[src/rtl/as2650_gpio_port.sv]
// Byte-wide GPIO port for the AS2650 I/O bus: output/direction registers, pad input
// synchroniser, rising-edge detection and a registered level interrupt.
module as2650_gpio_port #(
   parameter int WIDTH       = 8,
   parameter int SYNC_STAGES = 2
) (
   input  logic             wb_clk_i,
   input  logic             rst_n,
   input  logic [1:0]       bus_addr,
   input  logic [7:0]       bus_wdata,
   input  logic             bus_we,
   input  logic             bus_re,
   output logic [7:0]       bus_rdata,
   input  logic [WIDTH-1:0] pin_in,
   output logic [WIDTH-1:0] pin_out,
   output logic [WIDTH-1:0] pin_oeb,
   output logic             irq
);

   localparam logic [1:0] ADDR_DATA  = 2'd0;
   localparam logic [1:0] ADDR_DIR   = 2'd1;
   localparam logic [1:0] ADDR_IE    = 2'd2;
   localparam logic [1:0] ADDR_IFLAG = 2'd3;

   logic [WIDTH-1:0] out_reg;
   logic [WIDTH-1:0] dir_reg;
   logic [WIDTH-1:0] ie_reg;
   logic [WIDTH-1:0] iflag;
   logic [WIDTH-1:0] sync_q [SYNC_STAGES];
   logic [WIDTH-1:0] prev_q;
   logic [WIDTH-1:0] pin_sync;
   logic [WIDTH-1:0] edge_det;
   logic [WIDTH-1:0] flag_set;
   logic [WIDTH-1:0] flag_clr;
   logic [WIDTH-1:0] wr_data;
   logic [7:0]       rd_mux;

   // Register bits above WIDTH always read as zero.
   function automatic logic [7:0] zext(input logic [WIDTH-1:0] v);
      logic [7:0] r;
      r = '0;
      r[WIDTH-1:0] = v;
      return r;
   endfunction

   assign pin_sync = sync_q[SYNC_STAGES-1];
   assign wr_data  = bus_wdata[WIDTH-1:0];
   assign pin_out  = out_reg;
   assign pin_oeb  = ~dir_reg;

   // Pad input synchroniser followed by the edge-history flop
   always_ff @(posedge wb_clk_i or negedge rst_n) begin
      if (!rst_n) begin
         for (int i = 0; i < SYNC_STAGES; i++) sync_q[i] <= '0;
         prev_q <= '0;
      end else begin
         sync_q[0] <= pin_in;
         for (int i = 1; i < SYNC_STAGES; i++) sync_q[i] <= sync_q[i-1];
         prev_q <= pin_sync;
      end
   end

   always_comb begin
      edge_det = pin_sync & ~prev_q;
      flag_set = edge_det & ie_reg;
      flag_clr = '0;
      if (bus_we && bus_addr == ADDR_IFLAG) flag_clr = wr_data;
   end

   always_ff @(posedge wb_clk_i or negedge rst_n) begin
      if (!rst_n) begin
         out_reg <= '0;
         dir_reg <= '0;
         ie_reg  <= '0;
      end else if (bus_we) begin
         case (bus_addr)
            ADDR_DATA: out_reg <= wr_data;
            ADDR_DIR:  dir_reg <= wr_data;
            ADDR_IE:   ie_reg  <= wr_data;
            default:   ;
         endcase
      end
   end

   // A set in the same cycle as its W1C wins, so no edge is ever lost.
   always_ff @(posedge wb_clk_i or negedge rst_n) begin
      if (!rst_n) begin
         iflag <= '0;
         irq   <= 1'b0;
      end else begin
         iflag <= (iflag & ~flag_clr) | flag_set;
         irq   <= |iflag;
      end
   end

   always_comb begin
      rd_mux = '0;
      case (bus_addr)
         ADDR_DATA:  rd_mux = zext(pin_sync);
         ADDR_DIR:   rd_mux = zext(dir_reg);
         ADDR_IE:    rd_mux = zext(ie_reg);
         ADDR_IFLAG: rd_mux = zext(iflag);
         default:    rd_mux = '0;
      endcase
   end

   // Read data holds between strobes and shows pre-write values on a combined strobe.
   always_ff @(posedge wb_clk_i or negedge rst_n) begin
      if (!rst_n) begin
         bus_rdata <= '0;
      end else if (bus_re) begin
         bus_rdata <= rd_mux;
      end
   end

endmodule

[config.mk]
export PLATFORM = sky130hd
export DESIGN_NAME = as2650_gpio_port
export DESIGN_NICKNAME = d
export VERILOG_FILES = /design/src/rtl/as2650_gpio_port.sv
export SDC_FILE = /design/constraint.sdc
export NUM_CORES = 1
export LEC_CHECK = 0
export ABC_AREA = 1
export CORE_MARGIN = 10
export CORE_UTILIZATION = 47
export DETAILED_ROUTE_END_ITERATION = 12
export PLACE_DENSITY = 0.73
export SLEW_MARGIN = 0
export SYNTH_ARGS = -nofsm -noshare
export SYNTH_HDL_FRONTEND = slang
export SYNTH_SLANG_ARGS = --single-unit
[constraint.sdc]
create_clock -name wb_clk_i -period 1.65 [get_ports wb_clk_i]
set_clock_uncertainty 0.2 [all_clocks]
set_input_delay 0.2475 -clock wb_clk_i [delete_from_list [all_inputs] [get_ports wb_clk_i]]
set_output_delay 0.2475 -clock wb_clk_i [all_outputs]
set_load 0.02 [all_outputs]
Yosys cells after proc, flatten, opt, wreduce, memory -nomap -nowiden
Cells that the tools add are included.
{"block": "totals", "regBits": 65, "in_bits": 22}
{"block": "op_classes", "n_bitwise": 7, "n_reduce_logical": 6, "n_eq_ne": 3, "n_mux": 2}
{"operator": "8-bit case mux with 4 select lines", "count": 1}
{"operator": "8-bit AND", "count": 3}
{"operator": "8-bit inverter", "count": 3}
{"operator": "8-bit 2-to-1 mux", "count": 1}
{"operator": "8-bit OR", "count": 1}
{"operator": "8-bit OR reduction", "count": 1}
{"operator": "2-bit AND reduction", "count": 3}
{"operator": "2-bit == test (second input constant)", "count": 2}
{"operator": "2-bit by 1-bit == test with 1-bit output (second input constant)", "count": 1}
{"operator": "2-bit zero test", "count": 1}
{"operator": "1-bit logical AND", "count": 1}

Logic depth before layout (Yosys ltp)
{"block": "logic_depth", "word_depth": 6, "depth_mapped": 8, "depth_no_buf": 7}

Worst setup path after synthesis
No wires, ideal clock.
{"block": "synth_timing", "path_kind": "input port to flip-flop", "startpoint": "input bus_addr[1]", "endpoint": "register dir_reg[5]", "n_path_buf": 2, "cell_stages": 6, "required_time_ps": 1328, "arrival_time_ps": 886, "setup_slack_ps": 442, "cell_sequence": "buf_4 inv_1 nand3_2 buf_2 nand2_1 o21ai_1"}
{"block": "synth_via", "elab_chain_len": 2}
{"element": "from (decl)", "line_no": "9", "source": "input logic [1:0] bus_addr,"}
{"element": "2-bit by 1-bit == test with 1-bit output", "line_no": "76", "source": "case (bus_addr)"}
{"element": "2-bit AND reduction (no source line)"}
{"element": "to (signal assigned)", "line_no": "78", "source": "ADDR_DIR: dir_reg <= wr_data;"}
{"element": "to (decl)", "line_no": "26", "source": "logic [WIDTH-1:0] dir_reg;"}
No other way between the ends.
A chain may end at the register's enable or synchronous reset.

Worst setup path in the final report
{"block": "layout_timing", "startpoint": "register dir_reg[2]", "endpoint": "output pin_oeb[2]"}
{"block": "layout_via", "elab_chain_len": 1}
{"element": "8-bit inverter", "line_no": "49", "source": "assign pin_oeb = ~dir_reg;"}
{"element": "to (decl)", "line_no": "16", "source": "output logic [WIDTH-1:0] pin_oeb,"}
No other way between the ends.

==> flow_metrics.py <==
metrics = {
    "run_status": {
        "status": "complete, no violations",
    },
    "logic_synthesis": {
        "yosysMostFrequentCell": "nand2_1",
        "synth-seq-area-share": 0.6490,
        "synth_area_um2": 2506,
        "synthTopCellsByArea": "dfrtp_1 65%, nand2_1 12%, o21ai_1 6.4%",
        "yosysUniqueCellTypes": 17,
        "synth.top_cell.area_share": 0.6490,
        "synth_edf_count": 0,
        "avgSynthCellArea_um2": 9.639,
        "syn_nets": 282,
        "synth_ff_type": "dfrtp_1",
        "syn_inst": 260,
        "yosysTopAreaCell": "dfrtp_1",
        "ys_async_sr_fraction": 1.000,
        "ys.warnings.count": 0,
        "ys_ff_latch": 65,
        "synth_commonest_cells": "83 x nand2_1, 65 x dfrtp_1, 32 x o21ai_1",
    },
    "sta": {
        "setup-tns-final_ns": 0,
        "rsz0062_at_grt": "false",
        "setup_ws_ns": 0.07151,
        "report.final.setup_viol": 0,
        "finalMaxSlewViolations": 0,
        "fmax_mhz": 633.5,
        "final-hold-violation-count": 0,
        "min_period_ns": 1.578,
        "hold_ws_ns": 0.1450,
        "relSlewSlack": 0.6832,
        "fin_crit_sh": 0.9567,
        "tightest_slew_ns": 0.4747,
    },
    "routing": {
        "wirelength_um": 5552,
        "wl_per_cell_um": 14.09,
        "post-route-drc-count": 0,
        "vias": 1924,
        "routed_via_density": 4.883,
        "ant_nets": 0,
        "drtPass1Iterations": 4,
        "dr.first_iter.drc_count": 92,
    },
    "placement": {
        "dp_cells": 377,
        "dp_hpwl_um": 3957,
        "gp_congestion": 0.8535,
        "dpl_cell_area_um2": 3100,
        "port_buffers": 46,
        "place_ws_ns": -0.1981,
    },
    "clock_tree": {
        "clk-insertion-delay-late_ns": 0.34,
        "path_clk_slew_ns": 0.07,
        "cts_buffers": 9,
        "clock_tree.buffer_depth": 2,
        "htreeDepth": 3,
        "cts_tree": "yes",
        "cts.sinks": 65,
        "cts_root_buffer": "clkbuf_8",
    },
    "cells_and_area": {
        "n_antenna_cell": 0,
        "final-instance-count-excl-fill": 394,
        "area_delta_synth_final_pct": 33.80,
        "design_area_um2": 3353,
        "nNetsFinal": 341,
        "drive_gt1_frac": 0.1019,
        "utilization": 0.6524,
    },
    "global_route": {
        "antenna_found_initial": 0,
        "grt_pass1_vias": 1945,
        "overflow": 0,
        "grt_max_degree": 66,
        "grt_pass1_wl_um": 9218,
        "grt_use_total": 0.1342,
    },
    "pwr": {
        "power_mw": 4.396,
        "p_comb_frac": 0.155,
        "leakagePower_nw": 1.674,
        "p_sw_mw": 1.161,
        "seqPwrFrac": 0.440,
        "power.density_nw_per_um2": 1311,
        "vdd_drop_max_uv": 774.6,
        "power.internal_mw": 3.235,
        "power_frac_clock": 0.405,
        "switching_share": 0.2640,
    },
    "worst_setup_path": {
        "cp-end-kind": "output pin",
        "crit_arrival_ns": 1.13,
        "critPathKind": "flop to output pin",
        "cp_max_fo": 3,
        "crit_required_ns": 1.20,
        "ff2ff_path_depth": 4,
        "crit_path_start": "dir_reg[2]$_DFFE_PN0P_",
        "r2r-start": "dir_reg[3]$_DFFE_PN0P_",
        "cp-start-kind": "flop",
    },
    "min_path": {
        "holdCritStartpoint": "pin_in[1]",
        "whs_path_depth": 1,
        "min_path_type": "input pin to flop",
    },
    "die": {
        "core_um2": 5140,
        "die_w_um": 93.02,
        "ioPinCount": 47,
        "initial_utilization": 0.4876,
        "die-area_um2": 8653,
        "num_rows": 26,
        "die_h_um": 93.02,
    },
    "run": {
        "maxCapViolCount": 0,
    },
}
-- final timing paths --
check	end	slack, ns
setup / recovery	pin_oeb[2]	0.07
hold / removal	sync_q[9]$_DFF_PN0_	0.14
setup reg to reg	bus_rdata[3]$_DFFE_PN0P_	0.51
hold reg to reg	pin_sync[0]$_DFF_PN0_	0.14
max in group asynchronous	ie_reg[4]$_DFFE_PN0P_	0.71
min in group asynchronous	pin_out[7]$_DFFE_PN0P_	0.25
-- power groups by stage --
stage	clock network (mW)	registers (mW)	logic, mW
floorplan	0	2.01	0.317
global placement	0	1.96	0.736
detailed placement	0	1.96	0.755
CTS	1.80	1.93	0.693
global route	1.88	1.96	0.765
finish	1.78	1.93	0.682
-- cells by family after synthesis --
family                 after synthesis  synth area share
AND/OR/NAND/NOR                    113            0.1897
flip-flops                          65            0.6490
AO/OA/AOI/OAI                       46           0.09785
buffers and inverters               36           0.06340
-- cells in the final DEF, fill, tap and decap left out --
cell	instances
nand2_1	83
dfrtp_1	65
o21ai_1	32
inv_1	26
dlygate4sd2_1	24
clkdlybuf4s50_1	20
nor2_1	12
nand3_1	12
clkbuf_8	9
a21oi_1	8
o21bai_1	6
buf_4	6
bufinv_16	4
buf_12	3
inv_2	2
nand2_2	2
nand4_1	1
nor2_8	1
nand3_2	1
nand3_4	1
clkinvlp_4	1
inv_6	1
clkinv_2	1
dlygate4sd3_1	1
buf_2	1
clkdlybuf4s15_1	1
-- cell type report --
class | count | area (um^2)
flip-flops and latches | 65 | 1627
clock inverters | 7 | 141.4
multi-input cells | 159 | 728.2
repair buffers | 56 | 540.5
clock buffers | 9 | 123.9
fillers | 443 | 1787
well taps | 70 | 87.58
inverters | 28 | 105.1
-- metal layers --
| layer | wire length (um) | track usage | vias up |
|---|---|---|---|
| met3 | 329 | 0.04636 | 10 |
| met5 | 0 | 0 | - |
| met1 | 2390 | 0.1578 | 931 |
| li1 | - | - | 938 |
| met4 | 74 | 0.06041 | 0 |
| met2 | 2758 | 0.2173 | 45 |
-- worst max-delay path, stage by stage, from the launching register on --
cell and delay (ns):
dfrtp_1 0.41, inv_1 0.06, dlygate4sd2_1 0.33
-- timing repair --
action | 4_1_cts | 5_1_grt
buffers inserted | 0 | 0
gates resized for setup | 25 | 2
endpoints found under the hold margin | 65 | 0
endpoints found under the setup margin | 25 | 5
hold buffers | 1 | 0
Power figures use the tool's default switching activity.
